## config.mk

```make
export PLATFORM = sky130hd
export DESIGN_NAME = spi_byte_queue_flat
export DESIGN_NICKNAME = d
export VERILOG_FILES = /design/src/rtl/spi_byte_queue_if.sv /design/src/rtl/spi_byte_queue.sv /design/src/flat_wrapper.sv
export SDC_FILE = /design/constraint.sdc
export NUM_CORES = 1
export LEC_CHECK = 0
export CAP_MARGIN = 20
export CORE_ASPECT_RATIO = 0.5
export CORE_MARGIN = 5
export CORE_UTILIZATION = 40
export CTS_CLUSTER_SIZE = 12
export DETAILED_ROUTE_END_ITERATION = 8
export HOLD_SLACK_MARGIN = 0.12
export SETUP_SLACK_MARGIN = 0.1
export SYNTH_ARGS = -nofsm -noshare
export SYNTH_HDL_FRONTEND = slang
export SYNTH_SLANG_ARGS = --single-unit
```

## constraint.sdc

```tcl
create_clock -name IN_SCLK -period 3.13 [get_ports IN_SCLK]
set_input_delay 0.626 -clock IN_SCLK [delete_from_list [all_inputs] [get_ports IN_SCLK]]
set_output_delay 0.626 -clock IN_SCLK [all_outputs]
set_load 0.01 [all_outputs]
```

## src/rtl/spi_byte_queue_if.sv

```systemverilog
// Host-side and SPI_cont-side handshake signals of spi_byte_queue, bundled together.
// slave is the queue's view; master is the view of whatever drives it (host plus SPI_cont).
interface spi_byte_queue_if #(
  parameter int DEPTH_LOG2 = 3
);
  logic                  PUSH;
  logic [7:0]            PUSH_DATA;
  logic                  TX_FULL;
  logic [DEPTH_LOG2:0]   TX_LEVEL;
  logic                  POP;
  logic [7:0]            POP_DATA;
  logic                  RX_EMPTY;
  logic [DEPTH_LOG2:0]   RX_LEVEL;
  logic                  W_STB;
  logic [7:0]            W_DATA;
  logic                  W_ACK;
  logic                  R_STB;
  logic [7:0]            R_DATA;
  logic                  R_ACK;
  logic                  BUSY;
  logic                  RX_OVF;

  modport slave (
    input  PUSH, PUSH_DATA, POP, W_ACK, R_STB, R_DATA,
    output TX_FULL, TX_LEVEL, POP_DATA, RX_EMPTY, RX_LEVEL,
           W_STB, W_DATA, R_ACK, BUSY, RX_OVF
  );

  modport master (
    output PUSH, PUSH_DATA, POP, W_ACK, R_STB, R_DATA,
    input  TX_FULL, TX_LEVEL, POP_DATA, RX_EMPTY, RX_LEVEL,
           W_STB, W_DATA, R_ACK, BUSY, RX_OVF
  );
endinterface

```

## src/rtl/spi_byte_queue.sv

```systemverilog
// TX/RX byte FIFOs between a host and SPI_cont, with a three-state write requester.
// Optional macro SPI_QUEUE_RX_OVF_EN: when RX is full, acknowledge and drop bytes, set sticky RX_OVF.
module spi_byte_queue #(
  parameter int DEPTH_LOG2 = 3
) (
  input  logic               IN_SCLK,
  input  logic               RST,
  spi_byte_queue_if.slave    bus
);

  localparam int                  DEPTH    = 1 << DEPTH_LOG2;
  localparam logic [DEPTH_LOG2:0] DEPTH_LV = {1'b1, {DEPTH_LOG2{1'b0}}};

  typedef enum logic [1:0] {
    ST_IDLE = 2'd0,
    ST_REQ  = 2'd1,
    ST_GAP  = 2'd2
  } wr_state_t;

  logic [7:0] tx_mem [DEPTH];
  logic [7:0] rx_mem [DEPTH];

  wr_state_t             state_q, state_d;
  logic                  w_stb_q, w_stb_d;
  logic [7:0]            w_data_q, w_data_d;
  logic [DEPTH_LOG2-1:0] tx_wr_ptr_q, tx_wr_ptr_d;
  logic [DEPTH_LOG2-1:0] tx_rd_ptr_q, tx_rd_ptr_d;
  logic [DEPTH_LOG2:0]   tx_level_q, tx_level_d;
  logic [DEPTH_LOG2-1:0] rx_wr_ptr_q, rx_wr_ptr_d;
  logic [DEPTH_LOG2-1:0] rx_rd_ptr_q, rx_rd_ptr_d;
  logic [DEPTH_LOG2:0]   rx_level_q, rx_level_d;
  logic                  r_ack_q, r_ack_d;
  logic [7:0]            pop_data_q, pop_data_d;

  logic tx_full, tx_push, tx_pop;
  logic rx_full, rx_offer, rx_wr, rx_pop;

  assign tx_full = (tx_level_q == DEPTH_LV);
  assign rx_full = (rx_level_q == DEPTH_LV);

  // Write requester: W_STB/W_DATA are registered, head is popped on the acknowledging edge.
  always_comb begin
    state_d  = state_q;
    w_stb_d  = w_stb_q;
    w_data_d = w_data_q;
    tx_pop   = 1'b0;
    case (state_q)
      ST_IDLE: begin
        if (tx_level_q != '0) begin
          w_stb_d  = 1'b1;
          w_data_d = tx_mem[tx_rd_ptr_q];
          state_d  = ST_REQ;
        end
      end
      ST_REQ: begin
        if (bus.W_ACK) begin
          tx_pop  = 1'b1;
          w_stb_d = 1'b0;
          state_d = ST_GAP;
        end
      end
      ST_GAP:  state_d = ST_IDLE;
      default: state_d = ST_IDLE;
    endcase
  end

  // A pop in the same cycle frees a slot, so a push against a full FIFO still lands.
  assign tx_push = bus.PUSH && (!tx_full || tx_pop);

  always_comb begin
    tx_wr_ptr_d = tx_wr_ptr_q;
    tx_rd_ptr_d = tx_rd_ptr_q;
    tx_level_d  = tx_level_q;
    if (tx_push) tx_wr_ptr_d = tx_wr_ptr_q + 1'b1;
    if (tx_pop)  tx_rd_ptr_d = tx_rd_ptr_q + 1'b1;
    case ({tx_push, tx_pop})
      2'b10:   tx_level_d = tx_level_q + 1'b1;
      2'b01:   tx_level_d = tx_level_q - 1'b1;
      default: tx_level_d = tx_level_q;
    endcase
  end

  // The R_ACK cycle never re-captures, so a held R_STB yields exactly one byte.
  assign rx_offer = bus.R_STB && !r_ack_q;
  assign rx_wr    = rx_offer && !rx_full;
  assign rx_pop   = bus.POP && (rx_level_q != '0);

`ifdef SPI_QUEUE_RX_OVF_EN
  logic rx_ovf_q, rx_ovf_d;
  assign r_ack_d  = rx_offer;
  assign rx_ovf_d = rx_ovf_q | (rx_offer && rx_full);
`else
  assign r_ack_d  = rx_wr;
`endif

  always_comb begin
    rx_wr_ptr_d = rx_wr_ptr_q;
    rx_rd_ptr_d = rx_rd_ptr_q;
    rx_level_d  = rx_level_q;
    pop_data_d  = pop_data_q;
    if (rx_wr)  rx_wr_ptr_d = rx_wr_ptr_q + 1'b1;
    if (rx_pop) rx_rd_ptr_d = rx_rd_ptr_q + 1'b1;
    case ({rx_wr, rx_pop})
      2'b10:   rx_level_d = rx_level_q + 1'b1;
      2'b01:   rx_level_d = rx_level_q - 1'b1;
      default: rx_level_d = rx_level_q;
    endcase
    // Registered FWFT head: bypass the incoming byte when it becomes the head.
    if (rx_level_d != '0) begin
      if (rx_wr && (rx_wr_ptr_q == rx_rd_ptr_d)) pop_data_d = bus.R_DATA;
      else                                       pop_data_d = rx_mem[rx_rd_ptr_d];
    end
  end

  always_ff @(posedge IN_SCLK) begin
    if (tx_push) tx_mem[tx_wr_ptr_q] <= bus.PUSH_DATA;
    if (rx_wr)   rx_mem[rx_wr_ptr_q] <= bus.R_DATA;
  end

  always_ff @(posedge IN_SCLK) begin
    if (RST) begin
      state_q     <= ST_IDLE;
      w_stb_q     <= 1'b0;
      w_data_q    <= '0;
      tx_wr_ptr_q <= '0;
      tx_rd_ptr_q <= '0;
      tx_level_q  <= '0;
      rx_wr_ptr_q <= '0;
      rx_rd_ptr_q <= '0;
      rx_level_q  <= '0;
      r_ack_q     <= 1'b0;
      pop_data_q  <= '0;
    end else begin
      state_q     <= state_d;
      w_stb_q     <= w_stb_d;
      w_data_q    <= w_data_d;
      tx_wr_ptr_q <= tx_wr_ptr_d;
      tx_rd_ptr_q <= tx_rd_ptr_d;
      tx_level_q  <= tx_level_d;
      rx_wr_ptr_q <= rx_wr_ptr_d;
      rx_rd_ptr_q <= rx_rd_ptr_d;
      rx_level_q  <= rx_level_d;
      r_ack_q     <= r_ack_d;
      pop_data_q  <= pop_data_d;
    end
  end

`ifdef SPI_QUEUE_RX_OVF_EN
  always_ff @(posedge IN_SCLK) begin
    if (RST) rx_ovf_q <= 1'b0;
    else     rx_ovf_q <= rx_ovf_d;
  end
  assign bus.RX_OVF = rx_ovf_q;
`else
  assign bus.RX_OVF = 1'b0;
`endif

  assign bus.TX_FULL  = tx_full;
  assign bus.TX_LEVEL = tx_level_q;
  assign bus.POP_DATA = pop_data_q;
  assign bus.RX_EMPTY = (rx_level_q == '0);
  assign bus.RX_LEVEL = rx_level_q;
  assign bus.W_STB    = w_stb_q;
  assign bus.W_DATA   = w_data_q;
  assign bus.R_ACK    = r_ack_q;
  assign bus.BUSY     = (tx_level_q != '0) || w_stb_q;

endmodule

```

## src/flat_wrapper.sv

```systemverilog
// flat-port wrapper written by rule: the top's interface ports become plain ports
module spi_byte_queue_flat 
#(
  parameter int DEPTH_LOG2 = 3
)
  (IN_SCLK, RST, bus_PUSH, bus_PUSH_DATA, bus_POP, bus_W_ACK, bus_R_STB, bus_R_DATA, bus_TX_FULL, bus_TX_LEVEL, bus_POP_DATA, bus_RX_EMPTY, bus_RX_LEVEL, bus_W_STB, bus_W_DATA, bus_R_ACK, bus_BUSY, bus_RX_OVF);
  spi_byte_queue_if #(.DEPTH_LOG2(DEPTH_LOG2)) bus_i ();
  input  logic IN_SCLK;
  input  logic RST;
  input wire logic [$bits(bus_i.PUSH)-1:0] bus_PUSH;
  input wire logic [$bits(bus_i.PUSH_DATA)-1:0] bus_PUSH_DATA;
  input wire logic [$bits(bus_i.POP)-1:0] bus_POP;
  input wire logic [$bits(bus_i.W_ACK)-1:0] bus_W_ACK;
  input wire logic [$bits(bus_i.R_STB)-1:0] bus_R_STB;
  input wire logic [$bits(bus_i.R_DATA)-1:0] bus_R_DATA;
  output wire logic [$bits(bus_i.TX_FULL)-1:0] bus_TX_FULL;
  output wire logic [$bits(bus_i.TX_LEVEL)-1:0] bus_TX_LEVEL;
  output wire logic [$bits(bus_i.POP_DATA)-1:0] bus_POP_DATA;
  output wire logic [$bits(bus_i.RX_EMPTY)-1:0] bus_RX_EMPTY;
  output wire logic [$bits(bus_i.RX_LEVEL)-1:0] bus_RX_LEVEL;
  output wire logic [$bits(bus_i.W_STB)-1:0] bus_W_STB;
  output wire logic [$bits(bus_i.W_DATA)-1:0] bus_W_DATA;
  output wire logic [$bits(bus_i.R_ACK)-1:0] bus_R_ACK;
  output wire logic [$bits(bus_i.BUSY)-1:0] bus_BUSY;
  output wire logic [$bits(bus_i.RX_OVF)-1:0] bus_RX_OVF;
  assign bus_i.PUSH = bus_PUSH;
  assign bus_i.PUSH_DATA = bus_PUSH_DATA;
  assign bus_i.POP = bus_POP;
  assign bus_i.W_ACK = bus_W_ACK;
  assign bus_i.R_STB = bus_R_STB;
  assign bus_i.R_DATA = bus_R_DATA;
  assign bus_TX_FULL = bus_i.TX_FULL;
  assign bus_TX_LEVEL = bus_i.TX_LEVEL;
  assign bus_POP_DATA = bus_i.POP_DATA;
  assign bus_RX_EMPTY = bus_i.RX_EMPTY;
  assign bus_RX_LEVEL = bus_i.RX_LEVEL;
  assign bus_W_STB = bus_i.W_STB;
  assign bus_W_DATA = bus_i.W_DATA;
  assign bus_R_ACK = bus_i.R_ACK;
  assign bus_BUSY = bus_i.BUSY;
  assign bus_RX_OVF = bus_i.RX_OVF;
  spi_byte_queue #(.DEPTH_LOG2(DEPTH_LOG2)) u_core (.IN_SCLK(IN_SCLK), .RST(RST), .bus(bus_i));
endmodule
```

# Word-level counts from Yosys, hierarchy flattened
# Memory sizes are Yosys's and may differ from the RTL's. A register that Yosys moved wholly into a read port is not among the register bits.
# Cells that the tools add are included.
totals:
  rom_bits: 0
  regBits: 24
  out_inout_bits: 30
  memories: 2
  latch_bits: 0
  wordCells: 62
  ramBits: 128
mem_list:
  columns: ["name", "depth", "width", "rd", "rd_ports_with_merged_regs", "wr", "line_no", "rtl"]
  rows:
  - ["u_core.rx_mem", 8, 8, 1, 1, 1, "spi_byte_queue.sv:21", "logic [7:0] rx_mem [DEPTH];"]
  - ["u_core.tx_mem", 8, 8, 1, 1, 1, "spi_byte_queue.sv:20", "logic [7:0] tx_mem [DEPTH];"]
classes:
  n_shift: 0
  bitwise_logic: 0
  div: 0
  order_cmp: 0
  mul: 0
  mux: 15
  reduce_logical: 19
  n_eq_ne: 9
  n_addsub: 8
ops:
  columns: ["cell", "n"]
  rows:
  - ["$pmux 4 s2", 2]
  - ["$add 3x1->3 const B", 4]
  - ["$reduce_bool 4->1", 3]
  - ["$add 4x1->4 const B", 2]
  - ["$eq 4x4->1 const B", 2]
  - ["$mux 1", 8]
  - ["$sub 4x1->4 const B", 2]
  - ["$eq 2x1->1 const B", 3]
  - ["$eq 2x2->1 const B", 2]
  - ["$logic_and 1x1->1", 4]
  - ["$logic_not 4->1", 1]
  - ["$mux 2", 2]
  - ["$pmux 2 s2", 1]
  - ["$reduce_and 2->1", 2]
  - ["$reduce_bool 2->1", 2]
  - ["$logic_not 1->1", 3]
  - ["$mux 3", 1]
  - ["$reduce_and 3->1", 1]
  - ["$logic_not 2->1", 1]
  - ["$logic_or 1x1->1", 2]
  - ["$ne 2x1->1 const B", 1]
  - ["$ne 2x2->1 const B", 1]
  - ["$pmux 1 s2", 1]

# Longest topological paths before layout
logic_depth:
  depth_word: 6
  depth_mapped: 14
  depth_no_buf: 12

# Least setup slack after synthesis
# Ideal clock, no wire load.
synth_path:
  path_kind: "flip-flop to flip-flop"
  start: "reg u_core.rx_level_q[2] (netlist: u_core.bus.RX_LEVEL[2])"
  end: "reg u_core.pop_data_q[5] (netlist: u_core.bus.POP_DATA[5]), read port of u_core.rx_mem"
  path_buffers: 3
  t_required_ps: 3039
  arrival_time_ps: 3269
  stages_incl_launch_ff: 15
  period_less_slack_ps: 3360
  slack_ps: -230
  cell_sequence: "dfxtp_1 > buf_6 > o41ai_4 > inv_2 > buf_1 > ha_1 > xor2_1 > ha_1 > a21oi_1 > xor2_1 > nor2_1 > xor2_1 > or3_1 > clkbuf_1 > a311oi_1"
synth_via:
  elab_chain_cells: 6
  word_cells_on_any_way: 12
synth_rtl:
  columns: ["element", "line_no", "rtl"]
  rows:
  - ["start, declared", "spi_byte_queue.sv:31", "logic [DEPTH_LOG2:0] rx_level_q, rx_level_d;"]
  - ["start signal, assigned", "spi_byte_queue.sv:142", "rx_level_q <= rx_level_d;"]
  - ["$eq 4x4->1", "spi_byte_queue.sv:39", "assign rx_full = (rx_level_q == DEPTH_LV);"]
  - ["$logic_not 1->1", "spi_byte_queue.sv:85", "assign rx_wr = rx_offer && !rx_full;"]
  - ["$logic_and 1x1->1", "spi_byte_queue.sv:85", null]
  - ["$eq 2x1->1 or $eq 2x2->1 (tied branches)", "spi_byte_queue.sv:103", "case ({rx_wr, rx_pop})"]
  - ["$pmux 4 s2", "spi_byte_queue.sv:103", null]
  - ["$reduce_bool 4->1", "spi_byte_queue.sv:109", "if (rx_level_d != '0) begin"]
  - ["end, declared", "spi_byte_queue.sv:33", "logic [7:0] pop_data_q, pop_data_d;"]
# Parallel ways exist; a longest one is shown, timed or not.
# A chain may end at the register's enable or synchronous reset.

# Worst setup path in the final report
layout_path:
  start: "reg u_core.rx_level_q[0] (netlist: u_core.bus.RX_LEVEL[0])"
  end: "reg u_core.pop_data_q[1] (netlist: u_core.bus.POP_DATA[1]), read port of u_core.rx_mem"
# Same word-level chain as after synthesis.

==> results.txt <==
The total overflow left after global routing is 0. The detail route stage leaves a number of antenna-violating nets equal to 0. STA classifies the critical path startpoint as a register. For the cell area after synthesis, the log shows 0.00759 mm2. The post-layout net count came out at 667. The area inside the core boundary was 0.0185 mm2; the clock-pin transition on the worst setup and hold timing paths was 0.07 ns.

Dividing the final minimum period by the clock period gives 87.9%. The routed layout has 4,683 vias. Initial antenna violation count: 0.

Buffers inserted to repair hold after CTS numbered 0. For the global-route wire length before repair, the log shows 25,800 um. Dividing the detail-routed via count by the number of cells gives 5.17. For this run, the number of Yosys warnings is 0. The number of inserted filler cells in the final layout is 1,594. The relative slew slack is 34.2%, and the boundary pin count is 52.

After detailed routing, the number of remaining DRC violations is 0. TritonCTS built the clock tree. The net count after synthesis was 584.

Counting flops and latches in the post-synthesis netlist gives 168. Of the synthesized area, sequential elements account for 61.2%. Counting every instance in the synthesized netlist gives 551. Layout overhead on the synthesized area: 23.0%. The power density over the cells came out at 848 mW/mm2. The sink count of the clock tree is 168. Subtracting the final worst setup slack from the clock period gives 2.75 ns. The max-slew violation total from the final report was 0; the H-tree depth was 4.

Among all flip-flop cells after synthesis, the most frequent one is sky130_fd_sc_hd__edfxtp_1. The required time at the worst-slack endpoint is 3.44 ns. Once the clock tree was built, the setup fixing pass inserted 0 buffers. The logs give 3.13 nW for the leakage component of the power and 0 for the quantity of gates resized following cts.

Startpoint of the worst hold path: u_core.state_q[1]. The overall die width came out at 205 um. The TritonCTS buffer count was 17.

The first detailed-routing pass took 4 iterations. In the layout the commonest cells are sky130_fd_sc_hd__edfxtp_1 (128), sky130_fd_sc_hd__clkdlybuf4s50_1 (50), sky130_fd_sc_hd__a21oi_1 (49). Summed over all nets, the half-perimeter wirelength after detailed placement is 10,300 um.

The number of global-route vias before repair is 4,822. Beginning of the critical path: u_core.bus.RX_LEVEL[0]. For the area of the die, the log shows 0.0220 mm2. The count of maximum capacitance violations came out at 0. The worst register-to-register path begins at u_core.bus.RX_LEVEL[0].

At the pin with the least slew margin, the transition time is 0.981 ns. Global routing consumed, over all layers together, 15.2% of the routing resources. The count of buffers added on input and output ports is 50. On the final layout, the worst clock skew is 0.0125 ns. Setup violations remaining at the end of the flow were counted as 0. The run gives 41.0% as the starting density of the core.

The average cell area after synthesis is 13.8 um2. The data arrival time of the worst path was 3.06 ns. From bottom edge to top edge, the die measures 107 um.

The critical setup path kind was register to register. The run gives 2 as the largest buffer count on any clock path. Maximum clock frequency: 0.363 GHz. The flow ran to the end, and the final reports show no timing, DRC or antenna violations. The tools report the clock insertion delay at the later pin of the skew report as 0.42 ns. In this run the worst hold path is classified as register to register.

VDD sags by at most 332 uV. The final layout contains routed wiring with a total length of 15,900 um. The tools report the number of distinct library cells after synthesis as 48.

The share of post-route cells with drive strength above 1 is 19.2%. The async set or reset register ratio after synthesis was 0%. The final RePlAce weighted congestion is 0.766, and the floorplan row count is 35. For flop-to-flop paths, the worst setup slack is 0.38 ns. Clock tree synthesis selected as its root buffer the cell sky130_fd_sc_hd__clkbuf_16.

The count of antenna diodes in the layout came out at 0. For this block, the initial DRC count from the detailed router was 320. Kind of end point of the critical path: a register. Routed wirelength normalized by instance count: 17.5 um. The library cell used most frequently in the layout, excluding fill and tap cells, is sky130_fd_sc_hd__edfxtp_1.

The run gives 7.92 mW as the overall power of the completed layout. At the end of the flow the core is filled with cells to 50.4%. The number of synthesized flops with an enable pin works out to 128.

Setup repair after global routing left no endpoint under its margin. Entering global routing, the biggest net connects 53 pins. The maximum fanout count along the critical path is 11, and the number of hold violations in the final report is 0.
[worst max-delay path: stages, from the launching register on]
cell and delay [ns]:
sky130_fd_sc_hd__dfxtp_2 0.40, sky130_fd_sc_hd__o41ai_4 0.48, sky130_fd_sc_hd__inv_2 0.13, sky130_fd_sc_hd__ha_4 0.18, sky130_fd_sc_hd__xor2_1 0.16, sky130_fd_sc_hd__ha_2 0.17
sky130_fd_sc_hd__a21oi_2 0.11, sky130_fd_sc_hd__xor2_1 0.14, sky130_fd_sc_hd__nor2_1 0.09, sky130_fd_sc_hd__xor2_2 0.18, sky130_fd_sc_hd__buf_4 0.18, sky130_fd_sc_hd__o41ai_1 0.35
sky130_fd_sc_hd__a21oi_1 0.07
[Yosys cell counts, drive strengths merged, types with 2 or more instances]
cell type | count | area [um2]
a211oi | 38 | 285
a21o | 2 | 15.0
a21oi | 50 | 250
and2 | 2 | 12.5
buf | 14 | 80.1
clkbuf | 23 | 86.3
dfxtp | 40 | 801
edfxtp | 128 | 3840
ha | 10 | 125
inv | 11 | 41.3
mux2i | 47 | 470
mux4 | 25 | 563
nand2 | 21 | 81.3
nand2b | 7 | 43.8
nand3b | 3 | 22.5
nor2 | 33 | 124
nor2b | 29 | 181
nor3 | 11 | 55.1
nor3b | 4 | 30.0
nor4 | 6 | 37.5
o21ai | 3 | 15.0
o41ai | 8 | 88.8
or3 | 2 | 12.5
xnor2 | 10 | 106
xor2 | 9 | 78.8
[per-stage QoR]
step | worst slack, ns | hold WS [ns] | setup TNS, ns | cells | area [um2]
after floorplan | 0.0523 | 0.416 | 0 | 551 | 7640
after global placement | -0.0203 | 0.458 | -0.129 | 874 | 8740
after detailed placement | -0.0801 | 0.474 | -0.509 | 874 | 8740
after CTS | 0.334 | 0.479 | 0 | 906 | 9340
after global routing | 0.195 | 0.517 | 0 | 906 | 9340
final | 0.379 | 0.472 | 0 | 906 | 9340
[sequential cells by signal (all words and copies together), names as in the netlist]
signal / flops
u_core.bus.W_STB: 1
u_core.tx_rd_ptr_q: 3
u_core.state_q: 2
u_core.bus.R_ACK: 1
u_core.rx_wr_ptr_q: 3
u_core.rx_rd_ptr_q: 3
u_core.bus.TX_LEVEL: 4
u_core.tx_mem: 64
u_core.bus.W_DATA: 8
u_core.bus.RX_LEVEL: 4
u_core.tx_wr_ptr_q: 3
u_core.bus.POP_DATA: 8
u_core.rx_mem: 64
[kinds of logic (layout without fill, tap and decap cells)]
logic type	count (synthesis)	after routing	synth area share, %
flip-flops	168	168	61.2
AND/OR/NAND/NOR	123	123	8.37
AO/OA/AOI/OAI	108	108	9.38
multiplexers	72	72	13.6
buffers and inverters	48	144	2.74
XOR/XNOR	20	20	2.74
adder cells (fa/ha/maj)	11	11	1.91
other	1	1	0.0494
[metal layers]
layer  GRT usage [%]  part of all wire (%)  routed length (um)  up-vias
li1                -                     -                   -     2283
met5               0                     0                   0        -
met2            26.4                    50                7950       69
met4            5.06                   1.4                 216        0
met1            19.6                    45                7110     2314
met3            2.65                   3.7                 590       17
[power breakdown]
part	total, mW	internal [mW]	switching [mW]
logic	2.98	1.46	1.52
registers	2.87	2.66	0.208
clock network	2.07	1.08	0.986
total	7.92	5.20	2.71
[worst paths after layout]
path | end | depth (start not counted)
worst max-delay path | u_core.bus.POP_DATA[1] | 12
worst min-delay path | u_core.state_q[0] | 1
worst max register to register | u_core.bus.POP_DATA[1] | 12
worst min register to register | u_core.state_q[0] | 1
[final cells by class]
cell class	count	area (um2)	share of cell area [%]
sequential	168	4650	49.8
timing repair buffer	101	933	10.0
tap	259	324	3.47
inverter	11	41.3	0.442
clock buffer	17	425	4.56
clock inverter	15	176	1.89
multi-input combinational	335	2790	29.9
(Power assumes the default switching activity.)
